===== src/rtl/mul_pkg.sv =====
// Shared definitions for the sequential arithmetic units.
package mul_pkg;

  localparam int unsigned DEFAULT_WIDTH = 32;

  typedef enum logic [1:0] {
    IDLE = 2'd0,
    CALC = 2'd1,
    DONE = 2'd2
  } mul_state_e;

endpackage : mul_pkg


===== src/rtl/seq_multiplier_if.sv =====
// Operand/product handshake bundle for seq_multiplier.
interface seq_multiplier_if
  import mul_pkg::*;
#(
  parameter int unsigned WIDTH = DEFAULT_WIDTH
);
  localparam int unsigned OUT_WIDTH = 2 * WIDTH;

  logic                 in_valid;
  logic                 in_ready;
  logic [WIDTH-1:0]     a;
  logic [WIDTH-1:0]     b;
  logic                 signed_mode;
  logic                 flush;
  logic [OUT_WIDTH-1:0] o;
  logic                 out_valid;
  logic                 out_ready;

  modport master (
    output in_valid, a, b, signed_mode, flush, out_ready,
    input  in_ready, o, out_valid
  );

  modport slave (
    input  in_valid, a, b, signed_mode, flush, out_ready,
    output in_ready, o, out_valid
  );
endinterface : seq_multiplier_if


===== src/rtl/mul_sign_mag.sv =====
// Combinational magnitude/sign split of one operand; -2^(WIDTH-1) maps to 2^(WIDTH-1).
module mul_sign_mag
  import mul_pkg::*;
#(
  parameter int unsigned WIDTH = DEFAULT_WIDTH
) (
  input  logic [WIDTH-1:0] x,
  input  logic             signed_mode,
  output logic [WIDTH-1:0] mag_c,
  output logic             neg_c
);

  always_comb begin
    neg_c = signed_mode & x[WIDTH-1];
    mag_c = neg_c ? (~x + WIDTH'(1)) : x;
  end

endmodule : mul_sign_mag


===== src/rtl/seq_multiplier.sv =====
// Shift-and-add sign-magnitude multiplier with early termination on the multiplier's top set bit.
module seq_multiplier
  import mul_pkg::*;
#(
  parameter int unsigned WIDTH = DEFAULT_WIDTH
) (
  input logic             clk,
  input logic             rst_n,
  seq_multiplier_if.slave bus
);

  localparam int unsigned OUT_WIDTH = 2 * WIDTH;
  localparam int unsigned CNT_W     = $clog2(WIDTH) + 1;

  mul_state_e           state, state_d;
  logic [WIDTH-1:0]     a_mag, a_mag_d;
  logic [WIDTH-1:0]     b_reg, b_reg_d;
  logic [OUT_WIDTH-1:0] acc, acc_d;
  logic [OUT_WIDTH-1:0] acc_sum;
  logic [CNT_W-1:0]     cnt, cnt_d;
  logic                 negate, negate_d;
  logic [OUT_WIDTH-1:0] o_q, o_d;
  logic                 out_valid_q, out_valid_d;
  logic                 in_ready_q, in_ready_d;

  logic [WIDTH-1:0]     a_mag_c, b_mag_c;
  logic                 a_neg_c, b_neg_c;

  mul_sign_mag #(.WIDTH(WIDTH)) u_sign_mag_a (
    .x           (bus.a),
    .signed_mode (bus.signed_mode),
    .mag_c       (a_mag_c),
    .neg_c       (a_neg_c)
  );

  mul_sign_mag #(.WIDTH(WIDTH)) u_sign_mag_b (
    .x           (bus.b),
    .signed_mode (bus.signed_mode),
    .mag_c       (b_mag_c),
    .neg_c       (b_neg_c)
  );

  // State and datapath registers; reset overrides flush and handshakes.
  always_ff @(posedge clk) begin
    if (!rst_n) begin
      state       <= IDLE;
      a_mag       <= '0;
      b_reg       <= '0;
      acc         <= '0;
      cnt         <= '0;
      negate      <= 1'b0;
      o_q         <= '0;
      out_valid_q <= 1'b0;
      in_ready_q  <= 1'b1;
    end else begin
      state       <= state_d;
      a_mag       <= a_mag_d;
      b_reg       <= b_reg_d;
      acc         <= acc_d;
      cnt         <= cnt_d;
      negate      <= negate_d;
      o_q         <= o_d;
      out_valid_q <= out_valid_d;
      in_ready_q  <= in_ready_d;
    end
  end

  // Next-state and datapath update.
  always_comb begin
    state_d     = state;
    a_mag_d     = a_mag;
    b_reg_d     = b_reg;
    acc_d       = acc;
    cnt_d       = cnt;
    negate_d    = negate;
    o_d         = o_q;
    out_valid_d = out_valid_q;
    acc_sum     = acc + (OUT_WIDTH'(a_mag) << cnt);

    unique case (state)
      IDLE: begin
        if (bus.in_valid) begin
          a_mag_d  = a_mag_c;
          b_reg_d  = b_mag_c;
          negate_d = a_neg_c ^ b_neg_c;
          acc_d    = '0;
          cnt_d    = '0;
          if ((a_mag_c == '0) || (b_mag_c == '0)) begin
            state_d     = DONE;
            o_d         = '0;
            out_valid_d = 1'b1;
          end else begin
            state_d = CALC;
          end
        end
      end
      CALC: begin
        if (b_reg[0]) begin
          acc_d = acc_sum;
        end
        b_reg_d = b_reg >> 1;
        cnt_d   = cnt + CNT_W'(1);
        // Stop as soon as no multiplier bits remain above the current one.
        if (b_reg_d == '0) begin
          state_d     = DONE;
          o_d         = negate ? (~acc_d + OUT_WIDTH'(1)) : acc_d;
          out_valid_d = 1'b1;
        end
      end
      DONE: begin
        if (bus.out_ready) begin
          state_d     = IDLE;
          out_valid_d = 1'b0;
        end
      end
      default: begin
        state_d     = IDLE;
        out_valid_d = 1'b0;
      end
    endcase

    if (bus.flush) begin
      state_d     = IDLE;
      out_valid_d = 1'b0;
    end

    in_ready_d = (state_d == IDLE);
  end

  assign bus.o         = o_q;
  assign bus.out_valid = out_valid_q;
  assign bus.in_ready  = in_ready_q;

endmodule : seq_multiplier


===== src/flat_wrapper.sv =====
// flat-port wrapper written by rule: the top's interface ports become plain ports
module seq_multiplier_flat import mul_pkg::*;
#(
  parameter int unsigned WIDTH = DEFAULT_WIDTH
)
  (clk, rst_n, bus_in_valid, bus_a, bus_b, bus_signed_mode, bus_flush, bus_out_ready, bus_in_ready, bus_o, bus_out_valid);
  seq_multiplier_if #(.WIDTH(WIDTH)) bus_i ();
  input logic clk;
  input logic rst_n;
  input wire logic [$bits(bus_i.in_valid)-1:0] bus_in_valid;
  input wire logic [$bits(bus_i.a)-1:0] bus_a;
  input wire logic [$bits(bus_i.b)-1:0] bus_b;
  input wire logic [$bits(bus_i.signed_mode)-1:0] bus_signed_mode;
  input wire logic [$bits(bus_i.flush)-1:0] bus_flush;
  input wire logic [$bits(bus_i.out_ready)-1:0] bus_out_ready;
  output wire logic [$bits(bus_i.in_ready)-1:0] bus_in_ready;
  output wire logic [$bits(bus_i.o)-1:0] bus_o;
  output wire logic [$bits(bus_i.out_valid)-1:0] bus_out_valid;
  assign bus_i.in_valid = bus_in_valid;
  assign bus_i.a = bus_a;
  assign bus_i.b = bus_b;
  assign bus_i.signed_mode = bus_signed_mode;
  assign bus_i.flush = bus_flush;
  assign bus_i.out_ready = bus_out_ready;
  assign bus_in_ready = bus_i.in_ready;
  assign bus_o = bus_i.o;
  assign bus_out_valid = bus_i.out_valid;
  seq_multiplier #(.WIDTH(WIDTH)) u_core (.clk(clk), .rst_n(rst_n), .bus(bus_i));
endmodule

===== config.mk =====
export PLATFORM = sky130hd
export DESIGN_NAME = seq_multiplier_flat
export DESIGN_NICKNAME = d
export VERILOG_FILES = /design/src/rtl/mul_pkg.sv /design/src/rtl/seq_multiplier_if.sv /design/src/rtl/mul_sign_mag.sv /design/src/rtl/seq_multiplier.sv /design/src/flat_wrapper.sv
export SDC_FILE = /design/constraint.sdc
export NUM_CORES = 1
export LEC_CHECK = 0
export BUFFER_PORTS_ARGS = -buffer_cell sky130_fd_sc_hd__buf_2
export CAP_MARGIN = 20
export CORE_ASPECT_RATIO = 1.75
export CORE_MARGIN = 5
export CORE_UTILIZATION = 50
export CTS_CLUSTER_SIZE = 16
export DETAILED_ROUTE_END_ITERATION = 10
export PLACE_DENSITY = 0.69
export SYNTH_ARGS = -nofsm -noshare
export SYNTH_HDL_FRONTEND = slang
export SYNTH_HIERARCHICAL = 1
export SYNTH_SLANG_ARGS = --single-unit
export TNS_END_PERCENT = 50

===== constraint.sdc =====
create_clock -name clk -period 7.88 [get_ports clk]
set_input_delay 1.182 -clock clk [delete_from_list [all_inputs] [get_ports clk]]
set_output_delay 1.182 -clock clk [all_outputs]
set_load 0.05 [all_outputs]

==> impl_metrics.py <==
metrics = {
    "worst_setup_path": {
        "crit_fanout": 40,
        "cp.arrival_ns": 7.72,
        "cp-start-kind": "register",
        "cp-end-kind": "register",
        "crit_required_ns": 8.27,
        "critical_path_class": "register to register",
    },
    "drt": {
        "dr.pass1.iters": 6,
        "vias": 19000,
        "wl_um": 64700,
        "drtAntennaViolNets": 0,
        "routedWlPerCell_um": 21.5,
        "drt-initial-drc-count": 1136,
        "route.detailed.drc": 0,
        "viasPerCell": 6.30,
    },
    "outcome": {
        "status": "complete, no violations",
    },
    "sta": {
        "whs_ns": 0.445,
        "setup_viol_count_final": 0,
        "skew_ns": 0.0255,
        "final_max_slew_viol_count": 0,
        "rsz0062_at_grt": "false",
        "setup_tns_ns": 0,
        "finalWorstSetupSlack_ns": 0.554,
        "fmax_ghz": 0.136,
        "period_share_pct": 93.0,
        "finalHoldViolCount": 0,
        "relSlewSlack_pct": 24.9,
        "finalCriticalPeriod_ns": 7.33,
        "worst_pin_slew_ns": 1.12,
    },
    "logic_synthesis": {
        "synthArstFlopShare_pct": 0,
        "syn-num-nets": 2649,
        "synth-simple-area-share_pct": 26.7,
        "synth_edf_count": 0,
        "synth.distinct_cells": 101,
        "netlist_area_sq_um": 18400,
        "seq_area_frac_synth_pct": 22.0,
        "syn_area_per_cell_sq_um": 7.35,
        "synth_top_family_by_area": "compound AO/OA/AOI/OAI gates",
        "synth-seq-cells": 203,
        "synth_flop_cell": "dfxtp_1",
        "synthAdderAreaFrac_pct": 4.65,
        "ys_warn_count": 6,
        "postSynthCellCount": 2511,
        "muxShareOfSynthArea_pct": 6.95,
        "synthXorXnorAreaFrac_pct": 7.45,
        "synth-compound-area-share_pct": 27.3,
    },
    "clock_network": {
        "cts_buffers": 22,
        "htreeDepth": 1,
        "ctsRootBufferMaster": "clkbuf_16",
        "cts_hold_buf": 0,
        "clk_latency_ns": 0.55,
        "clock_sinks": 203,
        "cts_setup_buffers": 0,
        "cts_tree": "done",
        "max-clock-path-buffers": 3,
        "postCtsResizedCells": 0,
        "cts.clk_slew.worst_paths_ns": 0.07,
    },
    "power_and_ir_drop": {
        "p_leak_nw": 8.07,
        "peakVddDrop_uv": 122,
        "powerDensity_nw_per_um2": 140,
    },
    "floorplan": {
        "coreArea_sq_um": 36700,
        "die_w_um": 155,
        "dieArea_sq_um": 41000,
        "row_count": 93,
        "ios": 136,
        "initial_core_util_pct": 50.3,
        "die_y_um": 264,
    },
    "placement": {
        "post_dp_cell_area_sq_um": 19300,
        "preCtsSetupSlack_ns": 0.638,
        "numPlacedInstances": 2972,
        "dp_hpwl_um": 50200,
        "place.gp.congestion": 1.01,
        "numPortBuffers": 135,
    },
    "layout": {
        "final_common_cell": "nand2_1",
        "final_cell_mix": "415 x nand2_1, 212 x o21ai_0, 199 x dfxtp_1",
        "finalNetCount": 2661,
        "drive_gt1_share_pct": 12.1,
        "stdcell_area_sq_um": 20100,
        "final_cells": 3014,
        "area_growth_pct": 8.97,
        "fillers": 3612,
        "n_antenna_cell": 0,
    },
    "global_routing": {
        "grt_use_total_pct": 30.1,
        "grt_pass1_vias": 18400,
        "grt_max_degree": 96,
        "grt.overflow.total": 0,
        "antenna_found_initial": 0,
        "grt_pass1_wl_um": 100000,
    },
    "run": {
        "maxCapViolCount": 0,
    },
    "min_path": {
        "hold_path_class": "register to register",
    },
}
## per-stage QoR
stage | util, % | total power [mW]
finish | 54.8 | 2.81
global route | 54.8 | 2.93
CTS | 54.7 | 2.82
detailed placement | 52.6 | 1.69
global placement | 52.5 | 1.68
floorplan | - | 1.53
## cell type report
type                       instances  area (sq um)  area share [%]
multi-input combinational       2076         13500            67.1
sequential                       203          4070            20.3
timing repair buffer             166           971            4.83
clock buffer                      29           628            3.12
tap                              475           594            2.96
inverter                          54           203            1.01
clock inverter                    11           140           0.697
## report_power, final
group	leakage, nW	internal [mW]	switching (mW)	total [mW]
sequential	1.65	1.06	0.0430	1.10
combinational	6.04	0.219	0.364	0.584
clock	0.379	0.662	0.469	1.13
total	8.07	1.94	0.876	2.81
## synthesized netlist by cell type (39+ instances only)
cell / number / area, sq um
dfxtp_1: 203 / 4060
a21oi_1: 153 / 766
nor2b_1: 75 / 469
a22oi_1: 57 / 428
nand4_1: 48 / 300
a21boi_0: 39 / 293
ha_1: 67 / 838
o21ai_0: 212 / 1060
nor2_1: 144 / 541
nand2_1: 415 / 1560
mux2i_1: 65 / 651
xnor2_1: 72 / 631
and2_1: 60 / 375
nor3_1: 43 / 215
clkbuf_1: 133 / 499
nand3_1: 54 / 270
xor2_1: 85 / 744
inv_1: 51 / 191
## worst paths after layout
kind | cells past startpoint | to | start | slack (ns)
hold reg to reg | 2 | u_core/bus.o[57] | u_core/bus.o[57] | 0.44
hold / removal | 2 | u_core/bus.o[57] | u_core/bus.o[57] | 0.44
setup / recovery | 19 | u_core/bus.o[58] | u_core/cnt[0] | 0.55
setup reg to reg | 19 | u_core/bus.o[58] | u_core/cnt[0] | 0.55
## metal layers
| metal | global-route usage (%) | wire [um] |
|---|---|---|
| met1 | 31.2 | 22900 |
| met3 | 3.21 | 3260 |
| met2 | 56.7 | 33900 |
| met5 | 0 | 0 |
| met4 | 18.7 | 4730 |
## worst max-delay path, cell delays in order, from the launching register on
cell	delay (ns)
dfxtp_2	0.94
mux4_2	0.62
nand2_1	0.09
nand2_1	0.09
o21ai_0	0.66
nor2_1	0.16
ha_1	0.49
nand2_1	0.15
o21ai_0	0.54
a211oi_1	0.14
o21ai_1	0.49
a31oi_1	0.33
xnor2_1	0.23
a2111o_1	0.52
nand4bb_4	0.28
nor4b_2	0.63
nand3_1	0.21
o41ai_1	0.35
xor2_1	0.18
o21ai_1	0.07
## kinds of logic (layout without fill, tap and decap cells)
kind of cell,after synthesis,in the layout
compound gates,762,762
xor+xnor,157,157
fa+ha+maj,68,68
buf+inv,232,260
flops,203,203
mux,103,103
simple gates,986,986
(Power assumes the default switching activity.)
